File: src/rtl/hsv_core_pkg.sv
// hsv_core_pkg
// Shared core types and constants for the flush controller slice.
//   word                 : 32-bit machine word (PCs, redirect targets)
//   HSV_NUM_STAGES       : default number of pipeline stages under flush control
//   HSV_FLUSH_COUNT_MAX  : saturation value of the completed-flush counter
//   sat_inc16()          : saturating 16-bit increment
package hsv_core_pkg;

  typedef logic [31:0] word;

  localparam int unsigned HSV_NUM_STAGES      = 4;
  localparam logic [15:0] HSV_FLUSH_COUNT_MAX = 16'hFFFF;

  function automatic logic [15:0] sat_inc16(input logic [15:0] value);
    return (value == HSV_FLUSH_COUNT_MAX) ? value : value + 16'd1;
  endfunction

endpackage

File: src/rtl/hsv_core_flush_ctrl_if.sv
// hsv_core_flush_ctrl_if
// Fetch redirect handshake between the flush controller and the fetch unit.
//   redirect_valid : redirect request (master -> slave)
//   redirect_pc    : redirect address, stable while redirect_valid is high
//   redirect_ready : fetch accepts the redirect (slave -> master)
interface hsv_core_flush_ctrl_if;

  logic              redirect_valid;
  hsv_core_pkg::word redirect_pc;
  logic              redirect_ready;

  modport master (
    output redirect_valid,
    output redirect_pc,
    input  redirect_ready
  );

  modport slave (
    input  redirect_valid,
    input  redirect_pc,
    output redirect_ready
  );

endinterface

File: src/rtl/hsv_core_flush_drain_tracker.sv
// hsv_core_flush_drain_tracker
// Sticky per-stage drain accumulator used while a flush drains the pipeline.
//   clk_core, rst_core_n : core clock, asynchronous active-low reset
//   clear                : clears every sticky bit (start of a drain)
//   sample               : stage_drained is only accumulated while high
//   stage_drained        : per-stage empty indication, may be a one-cycle pulse
//   all_drained          : every stage has been seen drained, including this cycle
module hsv_core_flush_drain_tracker
  import hsv_core_pkg::*;
#(
  parameter int unsigned NUM_STAGES = HSV_NUM_STAGES
) (
  input  logic                  clk_core,
  input  logic                  rst_core_n,
  input  logic                  clear,
  input  logic                  sample,
  input  logic [NUM_STAGES-1:0] stage_drained,
  output logic                  all_drained
);

  logic [NUM_STAGES-1:0] sticky_q;
  logic [NUM_STAGES-1:0] seen;

  for (genvar gi = 0; gi < NUM_STAGES; gi++) begin : g_sticky
    // Clear wins over sample so a stale pulse cannot leak into a new drain.
    always_ff @(posedge clk_core or negedge rst_core_n) begin
      if (!rst_core_n) begin
        sticky_q[gi] <= 1'b0;
      end else if (clear) begin
        sticky_q[gi] <= 1'b0;
      end else if (sample && stage_drained[gi]) begin
        sticky_q[gi] <= 1'b1;
      end
    end

    // Include the current-cycle pulse so the drain can finish the same cycle
    // the last stage reports empty.
    assign seen[gi] = sticky_q[gi] | (sample & stage_drained[gi]);
  end

  assign all_drained = &seen;

endmodule

File: src/rtl/hsv_core_flush_ctrl.sv
// hsv_core_flush_ctrl
// Pipeline flush sequencer: squashes all stages, waits for every stage to
// drain, issues a fetch redirect, then acknowledges the flush upstream.
//   clk_core, rst_core_n : core clock, asynchronous active-low reset
//   flush_req            : flush request (level, held until flush_ack if desired)
//   flush_target         : redirect PC, valid from the second cycle of flush_req
//   flush_ack            : flush complete, held while flush_req stays high
//   stage_flush          : per-stage squash/hold, all-ones outside IDLE
//   stage_drained        : per-stage empty-under-flush indication
//   redir                : fetch redirect handshake (valid/pc/ready)
//   flush_active         : high whenever a flush is in progress
//   flush_count          : saturating count of completed flushes
module hsv_core_flush_ctrl
  import hsv_core_pkg::*;
#(
  parameter int unsigned NUM_STAGES = HSV_NUM_STAGES
) (
  input  logic                  clk_core,
  input  logic                  rst_core_n,
  input  logic                  flush_req,
  input  word                   flush_target,
  output logic                  flush_ack,
  output logic [NUM_STAGES-1:0] stage_flush,
  input  logic [NUM_STAGES-1:0] stage_drained,
  hsv_core_flush_ctrl_if.master redir,
  output logic                  flush_active,
  output logic [15:0]           flush_count
);

  typedef enum logic [1:0] {
    ST_IDLE     = 2'd0,
    ST_DRAIN    = 2'd1,
    ST_REDIRECT = 2'd2,
    ST_ACK      = 2'd3
  } state_e;

  state_e                state_q;
  logic [NUM_STAGES-1:0] stage_flush_q;
  logic                  flush_ack_q;
  logic                  redirect_valid_q;
  logic                  flush_active_q;
  word                   redirect_pc_q;
  logic [15:0]           flush_count_q;
  logic [15:0]           flush_count_d;
  logic                  drain_clear;
  logic                  drain_sample;
  logic                  all_drained;

  // A new drain starts exactly when IDLE accepts a request.
  assign drain_clear  = (state_q == ST_IDLE) && flush_req;
  assign drain_sample = (state_q == ST_DRAIN);

  assign flush_count_d = sat_inc16(flush_count_q);

  hsv_core_flush_drain_tracker #(
    .NUM_STAGES (NUM_STAGES)
  ) u_drain_tracker (
    .clk_core      (clk_core),
    .rst_core_n    (rst_core_n),
    .clear         (drain_clear),
    .sample        (drain_sample),
    .stage_drained (stage_drained),
    .all_drained   (all_drained)
  );

  // Outputs are registered alongside the state: each transition loads the
  // output values of the state being entered.
  always_ff @(posedge clk_core or negedge rst_core_n) begin
    if (!rst_core_n) begin
      state_q          <= ST_IDLE;
      stage_flush_q    <= '0;
      flush_ack_q      <= 1'b0;
      redirect_valid_q <= 1'b0;
      flush_active_q   <= 1'b0;
      redirect_pc_q    <= '0;
      flush_count_q    <= '0;
    end else begin
      case (state_q)
        ST_IDLE: begin
          if (flush_req) begin
            state_q        <= ST_DRAIN;
            stage_flush_q  <= '1;
            flush_active_q <= 1'b1;
          end
        end
        ST_DRAIN: begin
          if (all_drained) begin
            state_q          <= ST_REDIRECT;
            redirect_valid_q <= 1'b1;
            redirect_pc_q    <= flush_target;
          end
        end
        ST_REDIRECT: begin
          if (redir.redirect_ready) begin
            state_q          <= ST_ACK;
            redirect_valid_q <= 1'b0;
            flush_ack_q      <= 1'b1;
          end
        end
        ST_ACK: begin
          // Holding here while flush_req stays high also guarantees a full
          // IDLE cycle before the next request can be accepted.
          if (!flush_req) begin
            state_q        <= ST_IDLE;
            flush_ack_q    <= 1'b0;
            stage_flush_q  <= '0;
            flush_active_q <= 1'b0;
            flush_count_q  <= flush_count_d;
          end
        end
        default: begin
          state_q          <= ST_IDLE;
          stage_flush_q    <= 'x;
          flush_ack_q      <= 1'bx;
          redirect_valid_q <= 1'bx;
          flush_active_q   <= 1'bx;
          redirect_pc_q    <= 'x;
          flush_count_q    <= 'x;
        end
      endcase
    end
  end

  assign stage_flush          = stage_flush_q;
  assign flush_ack            = flush_ack_q;
  assign flush_active         = flush_active_q;
  assign flush_count          = flush_count_q;
  assign redir.redirect_valid = redirect_valid_q;
  assign redir.redirect_pc    = redirect_pc_q;

endmodule

File: src/flat_wrapper.sv
// flat-port wrapper written by rule: the top's interface ports become plain ports
module hsv_core_flush_ctrl_flat import hsv_core_pkg::*;
#(
  parameter int unsigned NUM_STAGES = HSV_NUM_STAGES
)
  (clk_core, rst_core_n, flush_req, flush_target, flush_ack, stage_flush, stage_drained, flush_active, flush_count, redir_redirect_valid, redir_redirect_pc, redir_redirect_ready);
  hsv_core_flush_ctrl_if redir_i ();
  input  logic clk_core;
  input  logic rst_core_n;
  input  logic flush_req;
  input  word flush_target;
  output logic flush_ack;
  output logic [NUM_STAGES-1:0] stage_flush;
  input  logic [NUM_STAGES-1:0] stage_drained;
  output logic flush_active;
  output logic [15:0] flush_count;
  output wire logic [$bits(redir_i.redirect_valid)-1:0] redir_redirect_valid;
  output wire logic [$bits(redir_i.redirect_pc)-1:0] redir_redirect_pc;
  input wire logic [$bits(redir_i.redirect_ready)-1:0] redir_redirect_ready;
  assign redir_redirect_valid = redir_i.redirect_valid;
  assign redir_redirect_pc = redir_i.redirect_pc;
  assign redir_i.redirect_ready = redir_redirect_ready;
  hsv_core_flush_ctrl #(.NUM_STAGES(NUM_STAGES)) u_core (.clk_core(clk_core), .rst_core_n(rst_core_n), .flush_req(flush_req), .flush_target(flush_target), .flush_ack(flush_ack), .stage_flush(stage_flush), .stage_drained(stage_drained), .redir(redir_i), .flush_active(flush_active), .flush_count(flush_count));
endmodule
File: config.mk
export PLATFORM = sky130hd
export DESIGN_NAME = hsv_core_flush_ctrl_flat
export DESIGN_NICKNAME = d
export VERILOG_FILES = /design/src/rtl/hsv_core_pkg.sv /design/src/rtl/hsv_core_flush_ctrl_if.sv /design/src/rtl/hsv_core_flush_drain_tracker.sv /design/src/rtl/hsv_core_flush_ctrl.sv /design/src/flat_wrapper.sv
export SDC_FILE = /design/constraint.sdc
export NUM_CORES = 1
export LEC_CHECK = 0
export ABC_CLOCK_PERIOD_IN_PS = 2500
export BUFFER_PORTS_ARGS = -buffer_cell sky130_fd_sc_hd__buf_4
export CAP_MARGIN = 0
export CORE_ASPECT_RATIO = 1.5
export CORE_MARGIN = 2
export CORE_UTILIZATION = 49
export CTS_CLUSTER_DIAMETER = 200
export DETAILED_ROUTE_END_ITERATION = 16
export MAX_ROUTING_LAYER = met4
export PLACE_DENSITY_LB_ADDON = 0.2
export REMOVE_ABC_BUFFERS = 1
export SLEW_MARGIN = 10
export SYNTH_ARGS = -nofsm -noshare
export SYNTH_HDL_FRONTEND = slang
export SYNTH_HIERARCHICAL = 1
export SYNTH_SLANG_ARGS = --single-unit
File: constraint.sdc
create_clock -name clk_core -period 2.5 [get_ports clk_core]
set_input_delay 0.25 -clock clk_core [delete_from_list [all_inputs] [get_ports clk_core]]
set_output_delay 0.25 -clock clk_core [all_outputs]
set_load 0.005 [all_outputs]
==> results.md <==
* Violation count after the first detailed-route iteration at 64
* Place WS at 0.497 ns
* Core outline area at 5040 µm²
* GP Congestion at 0.811
* H-tree levels at 3
* Share of layout cells above drive strength 1 at 50.5%
* Type of origin of the critical path: flip-flop
* Setup Buffers After CTS at 0
* Antenna violations before repair at 0
* Hold Crit Class: in -> reg
* Post-layout util at 68.6%
* Max frequency at 494 MHz
* Cells after Synth at 196
* Crit path kind: reg -> reg
* Wire length per cell at 14.2 µm
* Netlist Area Pre-Place at 2520 µm²
* GRT Overall Usage at 20.6%
* CTS tree: built
* Area contributors post-synth: dfrtp_1, mux2_2, ha_1
* Cell Rows at 32
* Largest net degree at the start of global routing at 58
* Power density over the cells at 1040 nW/µm²
* Setup violators final at 0
* Seq/Total Area, Yosys at 56.7%
* Status: finished, final reports clean
* Nets at 342
* Max cap viols at 0
* Die area at 5740 µm²
* Crit-path slowest cell: dfrtp_1
* Residual DRC at 0
* FF-to-FF path depth at 7
* Vias after detailed routing at 1,884
* Post-Route WL at 5260 µm
* Avg Cell Area, Syn at 12.8 µm²
* Cell count of the worst hold path at 2
* Worst-path clk slew at 0.07 ns
* Fin. Hold Viols at 0
* Synth top area share at 56.7%
* GRT Residual Overflow at 0
* Placed cell count at 352
* Final cell count without fillers at 369
* Tcrit/Tclk final at 81.0%
* Yosys warnings at 6
* Worst hold slack at 0.144 ns
* VDD IR-drop max at 556 µV
* Hold Crit Endpoint: u_core/redir.redirect_pc[14]
* Count of different cell masters after synthesis at 32
* Crit path time final at 2.02 ns
* IO Port Bufs at 94
* Ports at 95
* Setup slack, reg-to-reg at 0.48 ns
* CP arrival at 2.23 ns
* RSZ-0062 raised after global routing: no
* Area growth syn-to-layout at 37.5%
* Num CTS Buffers at 9
* Routed Antenna Nets at 0
* Worst-Margin Slew at 0.711 ns
* Clk_lat worst skew at 0.33 ns
* Slowest cell delay on critical path at 0.39 ns
* #FFs+latches synth at 57
* DR pass1 iterations at 4
* Worst r2r dst: u_core/redir.redirect_pc[8]
* Final HPWL DP at 3850 µm
* Leak at 0.00173 µW
* RR Startpoint: u_core/state_q[1]
* Root Buffer: clkbuf_8
* CP Cell Sequence: inv_1 > ha_1 > a41oi_1 > nor3_2 > nand2_1 > buf_4 > mux2_2
* Chip Width at 62.5 µm
* Die height at 91.8 µm
* Critical Path RT at 2.71 ns
* Slew HR at 52.6%
* Min setup slack post-route at 0.475 ns
* Fin. max-slew vios at 0
* Vias/cell at 5.11
* Max Buffers Root-to-Sink at 2
* Vias in the first global route at 1,827
* Initial core utilization at 49.9%
* Dominant cell type by area after synthesis: dfrtp_1
* Antenna Diode Count at 0
* Worst setup EP type: flip-flop
* Max FO, Critical Path at 32
* Setup TNS at 0 ns
* Clock skew after layout at 0.00971 ns
* First-pass GRT wire length at 8930 µm
* Clock sink count at 57
* Hold Startpoint: flush_target[14]
[cell usage after synthesis]
library cell	instances
dfrtp_1	57
mux2_2	35
nand2_1	12
a21oi_1	9
nor2_1	9
xor2_1	8
nand3_1	7
ha_1	6
nor3_1	6
and3_1	4
buf_4	4
inv_1	4
o21ai_0	4
xnor2_1	4
buf_2	3
nand2b_1	3
a41oi_1	2
mux2i_1	2
nand4_1	2
nor4_2	2
o22ai_1	2
a211oi_1	1
a21boi_0	1
a31oi_1	1
and2_1	1
and2b_1	1
nand4_4	1
nor3_2	1
nor4_4	1
nor4b_2	1
o211ai_1	1
or2_1	1
[power breakdown]
part | switching (µW) | internal [µW]
Combinational | 508 | 803
Sequential | 242 | 1280
Clock | 357 | 407
Total | 1110 | 2490
[final cells by class]
cell class / instances / area [µm²]
sequential: 57 / 1430
fill: 402 / 1580
tap: 68 / 85.1
multi-input combinational: 128 / 1030
clock inverter: 5 / 30.0
clock buffer: 11 / 151
inverter: 4 / 15.0
timing repair buffer: 96 / 723
[how the worst max path moves through the flow]
| stage | start | to | slack, ns |
|---|---|---|---|
| floorplan | u_core/state_q[1] | u_core/redir.redirect_pc[0] | 0.32 |
| global placement | u_core/state_q[1] | u_core/redir.redirect_pc[9] | 0.58 |
| detailed placement | u_core/state_q[1] | u_core/redir.redirect_pc[8] | 0.50 |
| CTS | u_core/state_q[1] | u_core/redir.redirect_pc[8] | 0.47 |
| global route | u_core/state_q[1] | u_core/redir.redirect_pc[8] | 0.36 |
| finish | u_core/state_q[1] | u_core/redir.redirect_pc[8] | 0.48 |
[cells by family (layout without fill, tap and decap cells)]
| kind of cell | Yosys count | after routing | synth area share [%] |
|---|---|---|---|
| xor gates and xnor gates | 12 | 12 | 4.17 |
| adders and majority gates | 6 | 6 | 2.98 |
| DFF | 57 | 57 | 56.7 |
| AOI/OAI and AO/OA | 21 | 21 | 4.92 |
| buffers and inverters | 11 | 116 | 2.39 |
| and+or+nand+nor | 52 | 52 | 12.4 |
| muxes | 37 | 37 | 16.5 |
[metal layers]
| layer | vias to the layer above | wire (µm) | share of wire, % | global-route usage [%] |
|---|---|---|---|---|
| met2 | 79 | 2580 | 49 | 30.6 |
| li1 | 890 | - | - | - |
| met1 | 900 | 2130 | 40 | 24.7 |
| met4 | 0 | 140 | 2.7 | 11.5 |
| met5 | - | 0 | 0 | - |
| met3 | 15 | 405 | 7.7 | 6.99 |
[per-stage QoR]
stage,total power (µW),area (µm²)
after floorplan,2140,2470
after global placement,2800,3270
after detailed placement,2870,3270
after CTS,3650,3460
after global routing,3840,3460
final,3600,3460
[placed cells by master, fill, tap and decap left out, types with 2 or more instances in the layout]
cell type	Yosys	routed
buf_4	4	95
nand4_1	2	2
nand2_1	12	12
mux2i_1	2	2
and3_1	4	4
clkinvlp_4	0	2
ha_1	6	6
a41oi_1	2	2
clkinv_2	0	3
nor4_2	2	2
mux2_2	35	35
o21ai_0	4	4
xor2_1	8	8
inv_1	4	4
dfrtp_1	57	57
nor3_1	6	6
nand3_1	7	7
nand2b_1	3	3
clkbuf_8	0	11
xnor2_1	4	4
a21oi_1	9	9
o22ai_1	2	2
nor2_1	9	9
[timing repair]
item,4_1_cts,5_1_grt
hold buffers,1,0
endpoints found under the hold margin,57,0
gates resized for setup,0,0
endpoints found under the setup margin,0,0
[flip-flops by register name, summed over array words and instances, names as in the netlist]
name / flops
u_core/redir.redirect_pc: 32
u_core/flush_ack: 1
u_core/u_drain_tracker/sticky_q: 4
u_core/state_q: 2
u_core/flush_count: 16
u_core/stage_flush: 1
u_core/redir.redirect_valid: 1
[worst max-delay path, delay by kind of cell (launching register included)]
family                     cells  cell delay [ns]
DFF                            1             0.39
AOI/OAI and AO/OA              1             0.23
and+or+nand+nor                2             0.14
buffers and inverters          2             0.45
muxes                          1             0.39
adders and majority gates      1             0.28
(Power assumes the default switching activity.)
